$ cat src/rtl/hazard_ctrl_unit.sv
// rtl/hazard_ctrl_unit.sv - pipeline hazard controller: forwarding, load-use and multi-cycle stalls, branch/jump flushes
module hazard_ctrl_unit #(
  parameter int REG_AW   = 3,
  parameter int LOAD_LAT = 1,
  parameter int MC_LAT   = 4
) (
  input  logic              clk,
  input  logic              rst,
  input  logic [REG_AW-1:0] rs1_D,
  input  logic [REG_AW-1:0] rs2_D,
  input  logic              jump_D,
  input  logic [REG_AW-1:0] rd_E,
  input  logic              reg_write_E,
  input  logic              mem_read_E,
  input  logic              mc_start_E,
  input  logic              branch_taken_E,
  input  logic [REG_AW-1:0] rd_M,
  input  logic              reg_write_M,
  input  logic [REG_AW-1:0] rd_W,
  input  logic              reg_write_W,
  output logic              stall_F,
  output logic              stall_D,
  output logic              flush_F,
  output logic              flush_D,
  output logic              flush_E,
  output logic [1:0]        forward_A,
  output logic [1:0]        forward_B,
  output logic              mc_busy
);

  localparam logic [2:0]        LU_RELOAD = 3'(LOAD_LAT - 1);
  localparam logic [2:0]        MC_RELOAD = 3'(MC_LAT - 1);
  localparam logic [REG_AW-1:0] R0        = '0;

  localparam logic [1:0] FWD_RF = 2'b00;
  localparam logic [1:0] FWD_E  = 2'b01;
  localparam logic [1:0] FWD_M  = 2'b10;
  localparam logic [1:0] FWD_W  = 2'b11;

  logic [2:0]        lu_cnt_q, lu_cnt_d;
  logic [2:0]        mc_cnt_q, mc_cnt_d;
  logic              mc_busy_q, mc_busy_d;
  logic [REG_AW-1:0] pend_q, pend_d;

  logic lu_hit, lu_stall, mc_hit, stall, mc_launch;
  logic e_fwd_ok, m_fwd_ok, w_fwd_ok;

  // Loads and multi-cycle ops have no result in Execute, so E never forwards for them.
  assign e_fwd_ok = reg_write_E && (rd_E != R0) && !mem_read_E && !mc_start_E;
  assign m_fwd_ok = reg_write_M && (rd_M != R0);
  assign w_fwd_ok = reg_write_W && (rd_W != R0);

  function automatic logic [1:0] fwd_sel(input logic [REG_AW-1:0] rs);
    logic [1:0] sel;
    sel = FWD_RF;
    if (rs != R0) begin
      if (e_fwd_ok && (rd_E == rs))      sel = FWD_E;
      else if (m_fwd_ok && (rd_M == rs)) sel = FWD_M;
      else if (w_fwd_ok && (rd_W == rs)) sel = FWD_W;
    end
    return sel;
  endfunction

  assign lu_hit = mem_read_E && (rd_E != R0) &&
                  ((rd_E == rs1_D) || (rd_E == rs2_D)) && (lu_cnt_q == 3'd0);
  assign lu_stall = lu_hit || (lu_cnt_q != 3'd0);

  assign mc_hit = mc_busy_q && (pend_q != R0) &&
                  ((pend_q == rs1_D) || (pend_q == rs2_D));

  // A taken branch squashes whatever is in Decode, so stalling it is pointless.
  assign stall = (lu_stall || mc_hit) && !branch_taken_E;

  assign mc_launch = mc_start_E && (rd_E != R0) && !mc_busy_q && !branch_taken_E;

  always_comb begin
    lu_cnt_d = lu_cnt_q;
    if (branch_taken_E) begin
      lu_cnt_d = 3'd0;
    end else if (lu_hit) begin
      lu_cnt_d = LU_RELOAD;
    end else if (lu_cnt_q != 3'd0) begin
      lu_cnt_d = lu_cnt_q - 3'd1;
    end
  end

  always_comb begin
    mc_cnt_d  = mc_cnt_q;
    mc_busy_d = mc_busy_q;
    pend_d    = pend_q;
    if (mc_busy_q) begin
      // A zero count while busy is unreachable; treating it like 1 guarantees release.
      if (mc_cnt_q <= 3'd1) begin
        mc_cnt_d  = 3'd0;
        mc_busy_d = 1'b0;
        pend_d    = R0;
      end else begin
        mc_cnt_d = mc_cnt_q - 3'd1;
      end
    end else if (mc_launch) begin
      mc_cnt_d  = MC_RELOAD;
      mc_busy_d = 1'b1;
      pend_d    = rd_E;
    end
  end

  always_ff @(posedge clk) begin
    if (rst) begin
      lu_cnt_q  <= 3'd0;
      mc_cnt_q  <= 3'd0;
      mc_busy_q <= 1'b0;
      pend_q    <= R0;
    end else begin
      lu_cnt_q  <= lu_cnt_d;
      mc_cnt_q  <= mc_cnt_d;
      mc_busy_q <= mc_busy_d;
      pend_q    <= pend_d;
    end
  end

  always_comb begin
    stall_F   = 1'b0;
    stall_D   = 1'b0;
    flush_F   = 1'b0;
    flush_D   = 1'b0;
    flush_E   = 1'b0;
    forward_A = FWD_RF;
    forward_B = FWD_RF;
    if (!rst) begin
      stall_F   = stall;
      stall_D   = stall;
      flush_D   = stall || branch_taken_E;
      flush_F   = branch_taken_E || (jump_D && !stall);
      flush_E   = branch_taken_E && mc_start_E;
      forward_A = fwd_sel(rs1_D);
      forward_B = fwd_sel(rs2_D);
    end
  end

  assign mc_busy = mc_busy_q;

endmodule

$ cat config.mk
export PLATFORM = sky130hd
export DESIGN_NAME = hazard_ctrl_unit
export DESIGN_NICKNAME = d
export VERILOG_FILES = /design/src/rtl/hazard_ctrl_unit.sv
export SDC_FILE = /design/constraint.sdc
export NUM_CORES = 1
export LEC_CHECK = 0
export ABC_CLOCK_PERIOD_IN_PS = 2500
export BUFFER_PORTS_ARGS = -buffer_cell sky130_fd_sc_hd__buf_2
export CAP_MARGIN = 20
export CORE_UTILIZATION = 50
export DETAILED_ROUTE_END_ITERATION = 12
export MAX_ROUTING_LAYER = met4
export PLACE_DENSITY = 0.79
export RECOVER_POWER = 25
export SLEW_MARGIN = 40
export SYNTH_ARGS = -nofsm -noshare
export SYNTH_HDL_FRONTEND = slang
export SYNTH_SLANG_ARGS = --single-unit
$ cat constraint.sdc
create_clock -name clk -period 2.5 [get_ports clk]
set_input_delay 0.375 -clock clk [delete_from_list [all_inputs] [get_ports clk]]
set_output_delay 0.375 -clock clk [all_outputs]
set_load 0.02 [all_outputs]
**Yosys cells after proc, flatten, opt, wreduce, memory -nomap -nowiden**

Cells that the tools add are included.

- Eq/ne operators: 9
- Multiplexer cells: 23
- Bitwise gates (word level): 0
- Add/subtract/negate cells: 2
- Reductions and logical operators: 44
- $mul: 0
- Div/mod/pow operators: 0
- Magnitude comparators: 1
- Shift-type cells: 0

Operators by type and width:

| cell | number |
|---|---|
| 3-bit == test | 8 |
| 1-bit logical AND | 22 |
| 3-bit nonzero test | 7 |
| 2-bit two-way mux | 10 |
| 3-bit two-way mux | 6 |
| 1-bit two-way mux | 7 |
| 1-bit logical OR | 6 |
| 3-bit by 1-bit subtractor with 3-bit output, second input constant | 2 |
| 1-bit zero test | 5 |
| 3-bit by 1-bit <= comparator with 1-bit output, second input constant | 1 |
| 3-bit zero test | 1 |
| 3-bit OR reduction | 1 |
| 2-bit by 1-bit inequality test with 1-bit output, second input constant | 1 |
| 2-bit AND reduction | 1 |
| 2-bit nonzero test | 1 |

- Register bits: 10
- Output and inout port bits: 10
- Bits in latches: 0
- Memory bits (writable): 0
- Word-level logic and storage cells: 83
- Bits in read-only memories: 0
- Memories kept: 0
- Bits of input ports: 24

**Depth between registers and ports, before layout**

Gate-level depths: netlist of run 1.

- Depth after elaboration: 11
- Gate-level depth with buffers: 7
- Gate-level depth less buffers: 7

**Worst setup path before layout of run 1**

Ideal clock, no wire load.

- Kind: input to output
- Start: in rs1_D[1]
- End: out stall_F
- Setup slack: -0.085 ns
- Buffers on the path: 2
- Arrival time: 2.210 ns
- Stages: 7
- Cell sequence: clkbuf_1 xor2_1 nor3_1 o211ai_1 o21a_1 a211oi_1 buf_4

- Longest elaborated chain between the ends: 8

Ends and longest elaborated chain:

| element | line | RTL |
|---|---|---|
| from (decl) | 9 | `input logic [REG_AW-1:0] rs1_D,` |
| 3-bit == test | 65 | `((rd_E == rs1_D) \|\| (rd_E == rs2_D)) && (lu_cnt_q == 3'd0);` |
| 1-bit logical OR | 65 |  |
| 1-bit logical AND | 64 | `assign lu_hit = mem_read_E && (rd_E != R0) &&` |
| 1-bit logical AND | 65 |  |
| 1-bit logical OR | 66 | `assign lu_stall = lu_hit \|\| (lu_cnt_q != 3'd0);` |
| 1-bit logical OR * | 72 | `assign stall = (lu_stall \|\| mc_hit) && !branch_taken_E;` |
| 1-bit logical AND * | 72 |  |
| 1-bit two-way mux * | - |  |
| to (decl) | 21 | `output logic stall_F,` |

Mark *: on every way between the ends. The rest lies on a longest branch, timed or not.

**Worst setup path in the final report of run 1**

- Start: in rs2_D[2]
- End: out forward_B[1]

- Longest elaborated chain between the ends: 7

Ends and longest elaborated chain:

| element | line | RTL |
|---|---|---|
| from (decl) | 10 | `input logic [REG_AW-1:0] rs2_D,` |
| 3-bit == test | 59 | `else if (w_fwd_ok && (rd_W == rs)) sel = FWD_W;` |
| 1-bit logical AND | 59 |  |
| 2-bit two-way mux | 59 |  |
| 2-bit two-way mux | 58 | `else if (m_fwd_ok && (rd_M == rs)) sel = FWD_M;` |
| 2-bit two-way mux | 57 | `if (e_fwd_ok && (rd_E == rs)) sel = FWD_E;` |
| 2-bit two-way mux * | 56 | `if (rs != R0) begin` |
| 2-bit two-way mux * | 129 | `if (!rst) begin` |
| to (decl) | 27 | `output logic [1:0] forward_B,` |

Marks and branches as above.

==> results of run 1 <==
## worst reg2reg max path, cell delays in order (launching register included)
cell and delay, ns:
dfxtp_1 0.38, nor3b_1 0.52, and2_0 0.27, a21oi_1 0.09, a22oi_1 0.16, nor2_1 0.06
## Yosys cell counts (4+ instances only)
master	instances	share of area [%]
xnor2_1	11	9.5
nor2_1	10	3.7
ha_1	4	4.9
nand2_1	8	3.0
a31oi_1	4	2.5
nor2b_1	4	2.5
or3b_1	4	3.5
and3_1	4	2.5
a22oi_1	5	3.7
a211oi_1	4	3.0
xor2_1	9	7.8
clkbuf_1	7	2.6
dfxtp_1	10	20
inv_1	6	2.2
nor3_1	10	4.9
## metrics by stage
| stage | utilization [%] | instances | setup WS, ns | power [mW] | hold WS, ns |
|---|---|---|---|---|---|
| after floorplan | - | 130 | 0.153 | 0.285 | 0.460 |
| after global placement | 65.5 | 181 | 0.163 | 0.328 | 0.475 |
| after detailed placement | 65.5 | 181 | 0.141 | 0.334 | 0.484 |
| after CTS | 67.5 | 185 | 0.138 | 0.475 | 0.387 |
| after global routing | 67.4 | 185 | 0.0144 | 0.507 | 0.386 |
| final | 67.4 | 185 | 0.153 | 0.472 | 0.393 |
## flip-flops by register name (all words and copies together) (netlist names)
name      cells
lu_cnt_q      3
mc_cnt_q      3
pend_q        3
mc_busy       1
## metal layers
metal,routed length (microns),global-route usage (%),vias to the layer above
li1,-,-,526
met1,1070,31.6,459
met2,978,38.6,46
met3,170,5.77,2
met4,4,1.71,0
met5,0,-,-
## how the worst max path moves through the flow
stage | startpoint | to | slack [ns] | cells after the start
after floorplan | rs1_D[1] | stall_F | 0.15 | 7
after global placement | rs2_D[2] | forward_B[1] | 0.16 | 7
after detailed placement | rs2_D[2] | forward_B[1] | 0.14 | 7
after CTS | rs2_D[2] | forward_B[1] | 0.14 | 7
after global routing | rd_M[2] | forward_A[1] | 0.01 | 7
final | rs2_D[2] | forward_B[1] | 0.15 | 7
## placed cells by master, fill, tap and decap left out, drive strengths merged, types with 5 or more instances in the layout
master	netlist	routed
a22oi	5	5
inv	6	6
nor2	10	10
buf	3	35
xnor2	11	11
nor3	10	10
clkbuf	7	5
nand2	8	8
xor2	9	9
dfxtp	10	10
## cell type report
type                            instances  share of cell area [%]
Timing Repair Buffer                   36                    15.3
Multi-Input combinational cell        104                    60.8
Clock buffer                            4                    2.99
Tap cell                               25                    2.57
Sequential cell                        10                    16.5
Inverter                                6                    1.85
## cell families after synthesis
kind of cell	count (synthesis)	share of synthesized area, %
AO/OA/AOI/OAI	32	25.1
XOR/XNOR	20	17.3
adder cells (fa/ha/maj)	4	4.94
buffers and inverters	16	7.79
flip-flops	10	19.8
multiplexers	1	0.989
AND/OR/NAND/NOR	47	24.1
## power by group
group	leakage, nW	internal, mW	switching [mW]
Combinational	0.415	0.0696	0.0859
Clock	0.0210	0.0883	0.0530
Sequential	0.0814	0.166	0.00926
==> flow_metrics.tcl, run 1 <==
set metrics [dict create \
    syn_avg_cell_area_sq_um 7.79 \
    r2r-end "pend_q[1]" \
    p_leak_nw 0.517 \
    areaGrowthSynthToFinish_pct 20.0 \
    r2r-start "mc_busy" \
    drt_iter0_markers 17 \
    cp.arrival_ns 1.97 \
    fmaxAchievable_mhz 426 \
    cts_hold_buffers 0 \
    dpl.hpwl_mm 1.80 \
    vias_per_cell 5.58 \
    outcome "completed" \
    htreeDepth 1 \
    path_class "in -> out" \
    worstSetupStartpointType "input pin" \
    vias 1033 \
    synth.distinct_cells 35 \
    post_cts_buffers 0 \
    synth_edf_count 0 \
    slowest_delay_ns 0.36 \
    die_w_microns 47.0 \
    cts_resized 0 \
    gp_congestion 0.811 \
    syn_area_sq_um 1010 \
    clock-root-buffer "clkbuf_4" \
    design_area_sq_um 1210 \
    powerDensity_nw_per_um2 389 \
    antenna_left 0 \
    rrSetupSlack_ns 0.91 \
    fin_skew_ns 0.00372 \
    num_io_pins 34 \
    synth-seq-area-share_pct 19.8 \
    dieArea_sq_um 2210 \
    grt_max_degree 18 \
    drc 0 \
    fin_tns_setup_ns 0 \
    grt_util_all_layers_pct 23.9 \
    multi_input_area_sq_um 738 \
    async_flop_share_pct 0 \
    clk_pin_slew_ns 0.06 \
    tritoncts "built" \
    insertion_delay_ns 0.26 \
    first_pass_iters 4 \
    post-route-period-util_pct 93.9 \
    synth_cells 130 \
    crit_family "compound AO/OA/AOI/OAI gates" \
    grt-ovfl-total 0 \
    die_height_microns 47.0 \
    first_global_vias 886 \
    numCtsBuffers 3 \
    cts.sinks 10 \
    core_area_sq_um 1800 \
    dpl_cell_area_sq_um 1180 \
    finalCriticalPeriod_ns 2.35 \
    fp-row-count 15 \
    synth_seq_cells 10 \
    wirelength_mm 2.22 \
    synth_top_flop_cell "dfxtp_1" \
    holdPathEnd "lu_cnt_q[1]" \
    wl_per_cell_microns 12.0 \
    drive_gt1_share_pct 28.7 \
    antenna_found_initial 0 \
    tightest_slew_ns 0.549 \
    fill_cells 169 \
    crit_path_frequent_cell "buf_2" \
    irDropWorstVdd_mv 0.429 \
    path_cells "buf_2 -> or3b_1 -> a211o_1 -> a21oi_2 -> nor2b_1 -> a2111oi_2 -> buf_2" \
    worst-path-max-fanout 9 \
    hold_depth 2 \
    initial_core_util_pct 56.2 \
    r2r_cells 5 \
    slew_headroom_pct 63.4 \
    slew_viol_final 0 \
    syn-num-nets 158 \
    rsz0062_at_grt "no" \
    seqCellArea_sq_um 200 \
    maxCapViolCount 0 \
    crit_path_top_delay_cell "or3b_1" \
    hold_violations 0 \
    worstPathRequired_ns 2.12 \
    portBuffers 33 \
    grt_pass1_wl_mm 3.68 \
    hold_start "branch_taken_E" \
    hold_class "in -> reg" \
    crit_buf_inv 2 \
    clock_path_buffers 2 \
    diodes 0 \
    nets 189 \
    yosysWarnings 0 \
    finalSetupViolations 0 \
    endpoint_kind "output port" \
]
No activity file was read; power rests on OpenSTA's default activity.
==> run 2: changes to the inputs <==
RECOVER_POWER = 100   (was 25)
==> flow_metrics.tcl, run 2 (synthesis results as in run 1) <==
set metrics [dict create \
    initial_core_util_pct 56.2 \
    cts.sinks 10 \
    cts_resized 0 \
    fp-row-count 15 \
    grt_util_all_layers_pct 23.9 \
    first_global_vias 886 \
    grt_max_degree 18 \
    drive_gt1_share_pct 25.0 \
    num_io_pins 34 \
    cts_hold_buffers 0 \
    clock-root-buffer "clkbuf_4" \
    finalCriticalPeriod_ns 2.36 \
    antenna_found_initial 0 \
    areaGrowthSynthToFinish_pct 19.3 \
    wl_per_cell_microns 12.1 \
    drt_iter0_markers 17 \
    clk_pin_slew_ns 0.06 \
    maxCapViolCount 0 \
    numCtsBuffers 3 \
    antenna_left 0 \
    r2r_cells 5 \
    first_pass_iters 4 \
    design_area_sq_um 1210 \
    portBuffers 33 \
    dpl_cell_area_sq_um 1180 \
    r2r-end "pend_q[1]" \
    nets 189 \
    cp.arrival_ns 1.98 \
    hold_start "branch_taken_E" \
    powerDensity_nw_per_um2 390 \
    hold_depth 2 \
    post-route-util_pct 67.0 \
    final_cell_mix "buf_2, xnor2_1, nor3_1, nor2_1, dfxtp_1" \
    endpoint_kind "output port" \
    diodes 0 \
    post_cts_buffers 0 \
    vias_per_cell 5.58 \
    r2r-start "mc_busy" \
    p_total_uw 471 \
    hold_violations 0 \
    p_leak_nw 0.493 \
    slew_viol_final 0 \
    post-route-period-util_pct 94.3 \
    dp.cells 181 \
    rsz0062_at_grt "no" \
    worstSetupStartpointType "input pin" \
    worstPathRequired_ns 2.12 \
    dpl.hpwl_mm 1.80 \
    cp-startpoint "rs2_D[2]" \
    dieArea_sq_um 2210 \
    slew_headroom_pct 45.7 \
    core_area_sq_um 1800 \
    worst-path-max-fanout 9 \
    tightest_slew_ns 0.815 \
    rrSetupSlack_ns 0.89 \
    outcome "completed" \
    grt-ovfl-total 0 \
    path_class "in -> out" \
    fin_skew_ns 0.00370 \
    fmaxAchievable_mhz 424 \
    fin_cells 185 \
    gp_congestion 0.811 \
    irDropWorstVdd_mv 0.429 \
    wirelength_mm 2.23 \
    drc 0 \
    fin_tns_setup_ns 0 \
    vias 1032 \
    finalSetupViolations 0 \
    tritoncts "built" \
    insertion_delay_ns 0.26 \
    die_height_microns 47.0 \
    grt_pass1_wl_mm 3.68 \
    htreeDepth 1 \
    hold_class "in -> reg" \
    fill_cells 168 \
    die_w_microns 47.0 \
    holdPathEnd "lu_cnt_q[1]" \
    top_regs "lu_cnt_q (3), mc_cnt_q (3), pend_q (3)" \
    final_common_cell "buf_2" \
    clock_path_buffers 2 \
]
run 2: worst max path at each step:
stage | cells after the start | endpoint | slack [ns]
after global routing | 7 | forward_A[1] | 0.01
after floorplan | 7 | stall_F | 0.15
final | 7 | forward_B[1] | 0.14
after global placement | 7 | forward_B[1] | 0.16
after CTS | 7 | forward_B[1] | 0.14
after detailed placement | 7 | forward_B[1] | 0.14
run 2: power by group:
group          total (mW)  internal [mW]  switching (mW)  leakage (nW)
Sequential          0.176          0.166         0.00930        0.0814
Combinational       0.154         0.0682          0.0862         0.391
Clock               0.141         0.0883          0.0530        0.0210
run 2: final cells by class:
cell class / instances / area, sq um / share of cell area (%)
sequential: 10 / 200 / 16.6
inverter: 6 / 22.5 / 1.87
multi-input combinational: 104 / 738 / 61.1
clock buffer: 4 / 36.3 / 3.01
timing repair buffer: 36 / 179 / 14.8
tap: 25 / 31.3 / 2.59
run 2: critical path: stages:
cell and delay, ns:
buf_2 0.16, or3b_1 0.36, a211o_1 0.31, a21oi_2 0.17, nor2b_1 0.07, a2111oi_2 0.32
clkbuf_2 0.22
run 2: per-layer routing:
metal | track usage (%) | wire (microns) | vias up
met5 | - | 0 | -
met4 | 1.71 | 4 | 0
met1 | 31.6 | 1070 | 458
met3 | 5.77 | 176 | 2
li1 | - | - | 526
met2 | 38.6 | 982 | 46
run 2: metrics by stage:
step	hold slack [ns]	setup slack, ns
floorplan	0.460	0.153
global placement	0.475	0.163
detailed placement	0.484	0.141
CTS	0.387	0.138
global route	0.386	0.0139
finish	0.393	0.144
==> run 3: changes to the inputs <==
ABC_CLOCK_PERIOD_IN_PS = 2900   (was 2500)
CORE_UTILIZATION = 53   (was 50)
CTS_CLUSTER_DIAMETER = 100   (was not set)
PLACE_DENSITY = 0.83   (was 0.79)
clock period = 2.9 ns   (was 2.5 ns; I/O delays follow)
==> flow_metrics.tcl, run 3 (synthesis results as in run 1) <==
set metrics [dict create \
    fill_cells 178 \
    diodes 0 \
    top_regs "lu_cnt_q (3), mc_cnt_q (3), pend_q (3)" \
    cts_resized 0 \
    grt-ovfl-total 0 \
    antenna_left 0 \
    post-route-period-util_pct 89.0 \
    worst-path-max-fanout 9 \
    portBuffers 33 \
    finalSetupViolations 0 \
    fin_tns_setup_ns 0 \
    dpl_cell_area_sq_um 1150 \
    drc 0 \
    tightest_slew_ns 0.776 \
    post-route-util_pct 66.7 \
    crit_path_top_delay_cell "or3b_1" \
    place_ws_ns 0.371 \
    tritoncts "built" \
    vias_per_cell 5.67 \
    powerDensity_nw_per_um2 346 \
    p_total_uw 408 \
    first_global_vias 928 \
    dpl.hpwl_mm 1.89 \
    post_cts_buffers 0 \
    slew_headroom_pct 48.2 \
    clock-root-buffer "clkbuf_4" \
    grt_pass1_wl_mm 3.79 \
    wirelength_mm 2.31 \
    core_area_sq_um 1760 \
    clockPowerShare_pct 31.5 \
    antenna_found_initial 0 \
    grt_util_all_layers_pct 25.7 \
    fmaxAchievable_mhz 388 \
    swShare_pct 32.6 \
    gp_congestion 0.876 \
    vias 1032 \
    endpoint_kind "output port" \
    path_class "in -> out" \
    design_area_sq_um 1180 \
    clock_path_buffers 2 \
    p_leak_nw 0.472 \
    worstPathRequired_ns 2.47 \
    outcome "completed" \
    slowest_delay_ns 0.40 \
    htreeDepth 1 \
    nets 186 \
    num_io_pins 34 \
    hold_violations 0 \
    first_pass_iters 4 \
    cp.arrival_ns 2.15 \
    hold_class "in -> reg" \
    cts.sinks 10 \
    final_common_cell "buf_2" \
    drive_gt1_share_pct 21.7 \
    die_height_microns 45.7 \
    drt_iter0_markers 14 \
    clk_pin_slew_ns 0.06 \
    initial_core_util_pct 57.4 \
    die_w_microns 45.7 \
    irDropWorstVdd_mv 0.255 \
    finalCriticalPeriod_ns 2.58 \
    fin_skew_ns 0.00723 \
    grt_max_degree 18 \
    final_cell_mix "buf_2, xnor2_1, nor3_1, nor2_1, dfxtp_1" \
    switchingPower_uw 133 \
    rsz0062_at_grt "no" \
    wl_per_cell_microns 12.7 \
    areaGrowthSynthToFinish_pct 16.3 \
    power.internal_uw 275 \
    path_cells "buf_2 -> or3b_1 -> a211o_1 -> a21oi_2 -> nor2b_1 -> a2111oi_2 -> clkbuf_1" \
    maxCapViolCount 0 \
    slew_viol_final 0 \
    insertion_delay_ns 0.27 \
    combPwrFrac_pct 31.5 \
    dieArea_sq_um 2090 \
    numCtsBuffers 3 \
    worstSetupStartpointType "input pin" \
    pwr-share-seq_pct 37.0 \
    fin_ws_ns 0.319 \
    cts_hold_buffers 0 \
    fp-row-count 15 \
]
-- run 3: power by group through the flow --
stage / Clock (mW) / Sequential, mW / Combinational (mW)
6_report: 0.128 / 0.151 / 0.129
5_1_grt: 0.137 / 0.152 / 0.144
4_1_cts: 0.129 / 0.151 / 0.131
3_5_place_dp: 0 / 0.154 / 0.131
3_3_place_gp: 0 / 0.154 / 0.125
2_1_floorplan: 0 / 0.153 / 0.0918
-- run 3: final timing paths --
check / slack, ns / startpoint / endpoint / cells after the start
setup / recovery: 0.32 / rs1_D[2] / forward_A[1] / 7
hold / removal: 0.43 / branch_taken_E / lu_cnt_q[1] / 2
setup reg to reg: 1.29 / mc_busy / pend_q[1] / 5
hold reg to reg: 0.51 / lu_cnt_q[0] / lu_cnt_q[0] / 2
-- run 3: stage by stage --
step           cells  hold WS [ns]
4_1_cts          182         0.433
3_3_place_gp     178         0.474
5_1_grt          182         0.434
2_1_floorplan    130         0.460
3_5_place_dp     178         0.497
6_report         182         0.434
-- run 3: routing by layer --
| metal | part of all wire, % | track usage, % | wire, microns |
|---|---|---|---|
| met5 | 0 | - | 0 |
| met2 | 49 | 44.3 | 1130 |
| met3 | 3.6 | 3.57 | 83 |
| met4 | 1.8 | 11.8 | 42 |
| met1 | 46 | 29.0 | 1060 |
-- run 3: cell type report --
cell class              instances  area [sq um]  area share [%]
clock buffers                   4          36.3            3.08
flip-flops and latches         10           200            17.0
repair buffers                 33           154            13.1
inverters                       6          22.5            1.91
well taps                      25          31.3            2.66
multi-input cells             104           733            62.3
-- run 3: critical path: cells and delay by family --
family / cells / cell delay [ns]
AO/OA/AOI/OAI: 3 / 0.80
buffers and inverters: 2 / 0.44
AND/OR/NAND/NOR: 2 / 0.47
